## config.mk

```make
export PLATFORM = sky130hd
export DESIGN_NAME = window_3x3
export DESIGN_NICKNAME = d
export VERILOG_FILES = /design/src/rtl/window_3x3.sv
export SDC_FILE = /design/constraint.sdc
export NUM_CORES = 1
export LEC_CHECK = 0
export BUFFER_PORTS_ARGS = -buffer_cell sky130_fd_sc_hd__buf_2
export CAP_MARGIN = 10
export CORE_MARGIN = 3
export CORE_UTILIZATION = 52
export DETAILED_ROUTE_END_ITERATION = 10
export PLACE_DENSITY = 0.74
export SETUP_SLACK_MARGIN = 0.4
export SKIP_CTS_REPAIR_TIMING = 1
export SYNTH_ARGS = -nofsm -noshare
export SYNTH_HDL_FRONTEND = slang
export SYNTH_SLANG_ARGS = --single-unit
```

## constraint.sdc

```tcl
create_clock -name clk -period 5.25 [get_ports clk]
set_input_delay 0.525 -clock clk [delete_from_list [all_inputs] [get_ports clk]]
set_output_delay 0.525 -clock clk [all_outputs]
set_load 0.02 [all_outputs]
```

## src/rtl/window_3x3.sv

```systemverilog
// 3x3 sliding window over a raster pixel stream, built from two line buffers plus a 3x3 shift array.
// Latency: win_out/win_valid and frame_done one cycle after the accepted pixel.
// Backpressure: none; every pixel_valid cycle is accepted, idle cycles leave all state unchanged.
module window_3x3 #(
    parameter int IMG_W = 64,
    parameter int IMG_H = 64
) (
    input  logic        clk,
    input  logic        rst,
    input  logic [7:0]  pixel_in,
    input  logic        pixel_valid,
    input  logic        sof,
    output logic [71:0] win_out,
    output logic        win_valid,
    output logic        frame_done
);

    localparam int CW = (IMG_W > 1) ? $clog2(IMG_W) : 1;
    localparam int RW = (IMG_H > 1) ? $clog2(IMG_H) : 1;
    localparam logic [CW-1:0] COL_LAST = CW'(IMG_W - 1);
    localparam logic [RW-1:0] ROW_LAST = RW'(IMG_H - 1);

    typedef enum logic {
        S_FILL   = 1'b0,
        S_STREAM = 1'b1
    } state_t;

    state_t          r_state;
    state_t          w_state_nxt;

    logic [CW-1:0]   r_col;
    logic [RW-1:0]   r_row;
    logic [CW-1:0]   w_col;
    logic [RW-1:0]   w_row;
    logic [CW-1:0]   w_col_nxt;
    logic [RW-1:0]   w_row_nxt;
    logic            w_col_last;
    logic            w_row_last;

    logic [7:0]      r_line0 [0:IMG_W-1];
    logic [7:0]      r_line1 [0:IMG_W-1];
    logic [7:0]      w_lb0;
    logic [7:0]      w_lb1;

    // Middle and right columns of the window, indexed by row (0 = top).
    logic [2:0][7:0] r_col_mid;
    logic [2:0][7:0] r_col_right;
    logic [2:0][7:0] w_col_new;
    logic [71:0]     w_win_nxt;

    logic            w_strobe;
    logic            w_done;
    logic [71:0]     r_win_out;
    logic            r_win_valid;
    logic            r_frame_done;

    // A sof pixel is treated as position (0,0) regardless of where the counters were.
    assign w_col      = sof ? '0 : r_col;
    assign w_row      = sof ? '0 : r_row;
    assign w_col_last = (w_col == COL_LAST);
    assign w_row_last = (w_row == ROW_LAST);

    always_comb begin
        w_col_nxt = w_col + 1'b1;
        w_row_nxt = w_row;
        if (w_col_last) begin
            w_col_nxt = '0;
            w_row_nxt = w_row_last ? '0 : w_row + 1'b1;
        end
    end

    assign w_lb0 = r_line0[w_col];
    assign w_lb1 = r_line1[w_col];

    // Line buffers carry no reset; rows 0 and 1 of every frame overwrite them before use.
    always_ff @(posedge clk) begin
        if (pixel_valid && !rst) begin
            r_line1[w_col] <= w_lb0;
            r_line0[w_col] <= pixel_in;
        end
    end

    assign w_col_new[0] = w_lb1;
    assign w_col_new[1] = w_lb0;
    assign w_col_new[2] = pixel_in;

    always_comb begin
        w_win_nxt = '0;
        for (int r = 0; r < 3; r++) begin
            w_win_nxt[(3*r+0)*8 +: 8] = r_col_mid[r];
            w_win_nxt[(3*r+1)*8 +: 8] = r_col_right[r];
            w_win_nxt[(3*r+2)*8 +: 8] = w_col_new[r];
        end
    end

    always_ff @(posedge clk) begin
        if (rst) begin
            r_state <= S_FILL;
        end else begin
            r_state <= w_state_nxt;
        end
    end

    always_comb begin
        w_state_nxt = r_state;
        w_strobe    = 1'b0;
        w_done      = 1'b0;
        if (pixel_valid) begin
            if (sof) begin
                w_state_nxt = S_FILL;
            end else begin
                case (r_state)
                    S_FILL: begin
                        if (w_col_last && (w_row == RW'(1))) begin
                            w_state_nxt = S_STREAM;
                        end
                    end
                    S_STREAM: begin
                        // Columns 0 and 1 would straddle the line wrap, so they never strobe.
                        w_strobe = (w_col >= CW'(2));
                        if (w_col_last && w_row_last) begin
                            w_done      = 1'b1;
                            w_state_nxt = S_FILL;
                        end
                    end
                    default: w_state_nxt = S_FILL;
                endcase
            end
        end
    end

    always_ff @(posedge clk) begin
        if (rst) begin
            r_col        <= '0;
            r_row        <= '0;
            r_col_mid    <= '0;
            r_col_right  <= '0;
            r_win_out    <= '0;
            r_win_valid  <= 1'b0;
            r_frame_done <= 1'b0;
        end else begin
            r_win_valid  <= w_strobe;
            r_frame_done <= w_done;
            if (pixel_valid) begin
                r_col       <= w_col_nxt;
                r_row       <= w_row_nxt;
                r_col_mid   <= r_col_right;
                r_col_right <= w_col_new;
                if (w_strobe) begin
                    r_win_out <= w_win_nxt;
                end
            end
        end
    end

    assign win_out    = r_win_out;
    assign win_valid  = r_win_valid;
    assign frame_done = r_frame_done;

endmodule
```

* Word-level counts from Yosys, hierarchy flattened
Memories as Yosys holds them, arrays and structs flattened. Index checks and enable logic that the tools add are counted.
Word-level totals: flip-flop bits (word level) 135, output and inout port bits 74, memories kept 2, word-level logic and storage cells 43, RAM bits 1024, input bits 12
Cells by class: add/subtract/negate cells 2, muxes and demuxes 15, equal/unequal tests 3, reduce and logical (&&, ||, !) cells 6, bitwise gates (word level) 2, $lt $le $gt $ge 1
Memory list:
- r_line0 | depth 64, bits a word 8, rd ports 1, clocked after memory_dff 0, wr ports 1, RTL line 40 | logic [7:0] r_line0 [0:IMG_W-1];
- r_line1 | depth 64, bits a word 8, rd ports 1, clocked after memory_dff 0, wr ports 1, RTL line 41 | logic [7:0] r_line1 [0:IMG_W-1];
Operators with widths (number):
- 6-bit 2-to-1 mux | 5
- 6-bit by 1-bit adder with 6-bit output, second input constant | 2
- 6-bit equality test, second input constant | 2
- 1-bit 2-to-1 mux | 9
- 6-bit by 1-bit equality test with 1-bit output, second input constant | 1
- 6-bit by 2-bit >= comparator with 1-bit output, second input constant | 1
- 4-bit OR reduction | 1
- 1-bit logical AND | 3
- 1-bit NOT | 2
- 1-bit one-hot mux with 2 select lines | 1
- 2-bit AND reduction | 1
- 1-bit logical NOT | 1

* Longest topological paths before layout
depth after elaboration 6, mapped depth 13, gate-level depth less buffers 9

* Worst setup path after synthesis
OpenSTA, ideal clock, no wires.
path type input to register, from in sof, to mem r_line1[0][4], data pin, buffers on the path 5, stages on the path 9, path slack 1924 ps, data arrival time 2726 ps, required time 4649 ps, library setup time 601 ps, cells stage by stage buf_6 -> buf_4 -> buf_6 -> nor2_2 -> buf_2 -> buf_2 -> o22ai_1 -> nor3_2 -> nand3_1
On the way: longest elaborated chain between the ends 2
Ends and longest elaborated chain:
- from (decl) | RTL line 12 | input logic sof,
- 6-bit 2-to-1 mux | RTL line 58 | assign w_col = sof ? '0 : r_col;
- memory 64 x 8 bit
- via w_lb0[4] | RTL line 42 | logic [7:0] w_lb0;
- to (decl) | RTL line 41
The timed path passes the listed nets, and every way through them passes these cells.

* Worst setup path in the final report
from reg r_col[2], to mem r_line1[55][2], data pin
On the way: longest elaborated chain between the ends 2
Ends and longest elaborated chain:
- from (decl) | RTL line 31 | logic [CW-1:0] r_col;
- from (signal assigned) | RTL line 145 | r_col <= w_col_nxt;
- 6-bit 2-to-1 mux | RTL line 58
- memory 64 x 8 bit
- via w_lb0[2] | RTL line 42
The timed path passes the listed nets, and every way through them passes these cells.

==> reports/metrics.yaml <==
timing:
  hold_viol: 0
  tightest_slew_ns: 1.313
  timing.fmax_mhz: 210.3
  rsz0062_at_grt: "false"
  setup_viol: 0
  fin_skew_ns: 0.03516
  fin_crit_ns: 4.755
  finalCritPeriodShare_pct: 90.56
  maxSlewViolCount: 0
  slew_headroom_pct: 10.22
  tns_ns: 0
die:
  initial_core_util_pct: 52.71
  rows: 108
  core_area_mm2: 0.08716
  die_x_um: 303.2
  dieArea_mm2: 0.09195
  die_h_um: 303.2
  ios: 86
worst_setup_path:
  critPathLaunchType: "flip-flop"
  path_cells: "nor2b_1, buf_4, a22o_1, a2111oi_0, o221ai_1, nor4_2, inv_2, buf_12"
  critPathMaxFanout: 58
  r2r_end: "r_line1[55][2]$_DFFE_PP_"
  rr_startpoint: "r_col[2]$_SDFFE_PP0P_"
  crit_family: "compound AO/OA/AOI/OAI gates"
  setup.worst_path.end: "r_line1[55][2]$_DFFE_PP_"
  timing.critical_path.from: "r_col[2]$_SDFFE_PP0P_"
  end_kind: "flip-flop"
  crit_cells: 8
  r2r_cells: 8
  crit_buf_inv: 3
  cp_data_arrival_time_ns: 5.15
  rrSetupSlack_ns: 0.50
  path_class: "flip-flop to flip-flop"
  required_ns: 5.64
  worst_path_max_delay_cell: "a2111oi_0"
  max_stage_delay_ns: 1.12
global_routing:
  grt_pass1_vias: 28480
  overflow: 0
  grt_pass1_wl_mm: 208.2
  grtUsageTotal_pct: 31.91
  antenna_found_initial: 5
  grt_max_degree: 95
worst_hold_path:
  hold_class: "input port to flip-flop"
  worstHoldPathCells: 1
drt:
  dr_total_vias: 29870
  totalWireLength_mm: 147.7
  drt_pass1_iterations: 8
  ant_nets: 0
  drtIter0Drc: 5178
  via_per_inst: 6.777
  drc: 0
  routedWlPerCell_um: 33.51
synth:
  synthTopCellsByArea: "edfxtp_1, mux2i_1, dfxtp_1"
  ys_seq_area_share_pct: 72.81
  synth_ff_type: "edfxtp_1"
  ys_warn_count: 0
  synth-edff-count: 1024
  synthArstFlopShare_pct: 0
  synthCells: 2970
  synth_top_area_cell: "edfxtp_1"
  syn-num-nets: 2986
  yosysTopAreaCellShare_pct: 66.93
  synth_area_mm2: 0.04594
  synth_cell_types: 96
  ys_ff_latch: 1159
  syn_avg_cell_area_um2: 15.47
status:
  outcome: "completed"
place:
  place_congestion: 1.021
  dp_hpwl_mm: 91.96
  port_buffers: 85
final_layout:
  final_common_cell: "edfxtp_1"
  final_cell_mix: "edfxtp_1, mux2i_1, buf_4"
  drive_gt1_share_pct: 16.86
  nFillCells: 6359
  postLayoutCoreUtil_pct: 59.50
  area_delta_synth_final_pct: 12.88
  finalNetCount: 3170
clocking:
  cts_num_sinks: 1159
  insertion_delay_ns: 0.70
  clock_path_buffers: 3
  h-tree-depth: 3
  clockRootBuffer: "clkbuf_16"
  cts.clk_slew.worst_paths_ns: 0.06
  cts_made_buffers: 112
  cts_tree: "yes"
pwr:
  peakVddDrop_mv: 0.2666
  powerDensity_mw_per_mm2: 368.4
  p_leak_nw: 16.83
flow_run:
  max_cap_viol_count: 0
cell families after synthesis:
kind of cell,after synthesis,synth area share (%)
AO/OA/AOI/OAI,676,10.32
XOR/XNOR,1,0.01907
adder cells (fa/ha/maj),4,0.1089
buffers and inverters,227,2.960
flip-flops,1159,72.81
multiplexers,306,6.956
AND/OR/NAND/NOR,597,6.819
cells in the mapped netlist, types with 7 or more instances:
master and count:
nand2b_1 22, nor2_1 171, or3_1 8, dfxtp_1 135, or3b_2 13, o22a_1 16
a221oi_1 36, a211oi_1 49, nand2_1 178, nor2b_1 23, a31oi_1 9, buf_4 36
nor4_2 7, nand3b_1 61, a221o_1 9, buf_2 70, mux4_2 8, clkbuf_1 61
a311oi_1 9, o221ai_1 14, buf_6 35, o22ai_1 69, mux2_2 21, a21oi_1 166
a2111oi_0 17, a41oi_1 7, o211ai_1 8, nand3_1 24, o2bb2ai_1 38, edfxtp_1 1024
and2_1 7, a32oi_1 16, a22o_1 25, inv_1 13, nor3_1 16, mux2i_1 275
a22oi_1 34, o21ai_0 77, and3b_1 17
how the worst min path moves through the flow:
| stage | slack [ns] | from | endpoint |
|---|---|---|---|
| floorplan | 0.43 | r_col_mid[0]$_SDFFE_PP0P_ | win_out[0]$_SDFFE_PP0P_ |
| global placement | 0.44 | r_col_mid[10]$_SDFFE_PP0P_ | win_out[26]$_SDFFE_PP0P_ |
| detailed placement | 0.44 | r_col_mid[1]$_SDFFE_PP0P_ | win_out[1]$_SDFFE_PP0P_ |
| CTS | 0.09 | pixel_in[0] | r_line0[13][0]$_DFFE_PP_ |
| global route | 0.12 | pixel_in[0] | r_line0[12][0]$_DFFE_PP_ |
| finish | 0.12 | pixel_in[0] | r_line0[13][0]$_DFFE_PP_ |
power by group:
part | internal (W) | switching [W] | total (W)
sequential | 0.0101 | 0.0000368 | 0.0102
combinational | 0.000276 | 0.000758 | 0.00103
clock | 0.00453 | 0.00339 | 0.00791
routing by layer:
metal	routed length [um]	global-route usage [%]	vias up
met3	21330	9.225	555
met4	10370	19.10	0
met1	52400	42.83	14750
li1	-	-	12070
met2	63600	46.38	2494
met5	0	0	-
layout make-up:
type                    count  area [um^2]  area share (%)
clock buffers             145         3126           6.027
multi-input cells        1584        11210           21.61
inverters                  17        63.81          0.1230
diodes                      2        5.005        0.009650
clock inverters            65        500.5          0.9650
repair buffers            280         2048           3.949
well taps                1155         1445           2.787
flip-flops and latches   1159        33460           64.52
registers in the layout, indices dropped and copies added, names as in the netlist:
| signal | flops |
|---|---|
| r_col | 6 |
| r_state | 1 |
| r_col_right | 24 |
| win_valid | 1 |
| r_col_mid | 24 |
| r_line1 | 512 |
| r_line0 | 512 |
| win_out | 72 |
| r_row | 6 |
| frame_done | 1 |
per-stage QoR:
stage	instances	worst slack [ns]	power (W)	area [um^2]	hold slack (ns)
2_1_floorplan	2970	1.924	0.01088	45940	0.4312
3_3_place_gp	4192	0.1221	0.01131	48180	0.4381
3_5_place_dp	4194	0.3755	0.01134	48200	0.4446
4_1_cts	4404	0.3819	0.01910	51830	0.09431
5_1_grt	4405	0.5251	0.01954	51860	0.1184
6_report	4407	0.4954	0.01911	51860	0.1151
worst reg2reg max path: cells and delay by family (launching register included):
kind / cells / cell delay [ns]
AO/OA/AOI/OAI: 3 / 1.65
buffers and inverters: 3 / 0.99
AND/OR/NAND/NOR: 2 / 0.90
flip-flops: 1 / 0.87
No activity file was read; power rests on OpenSTA's default activity.
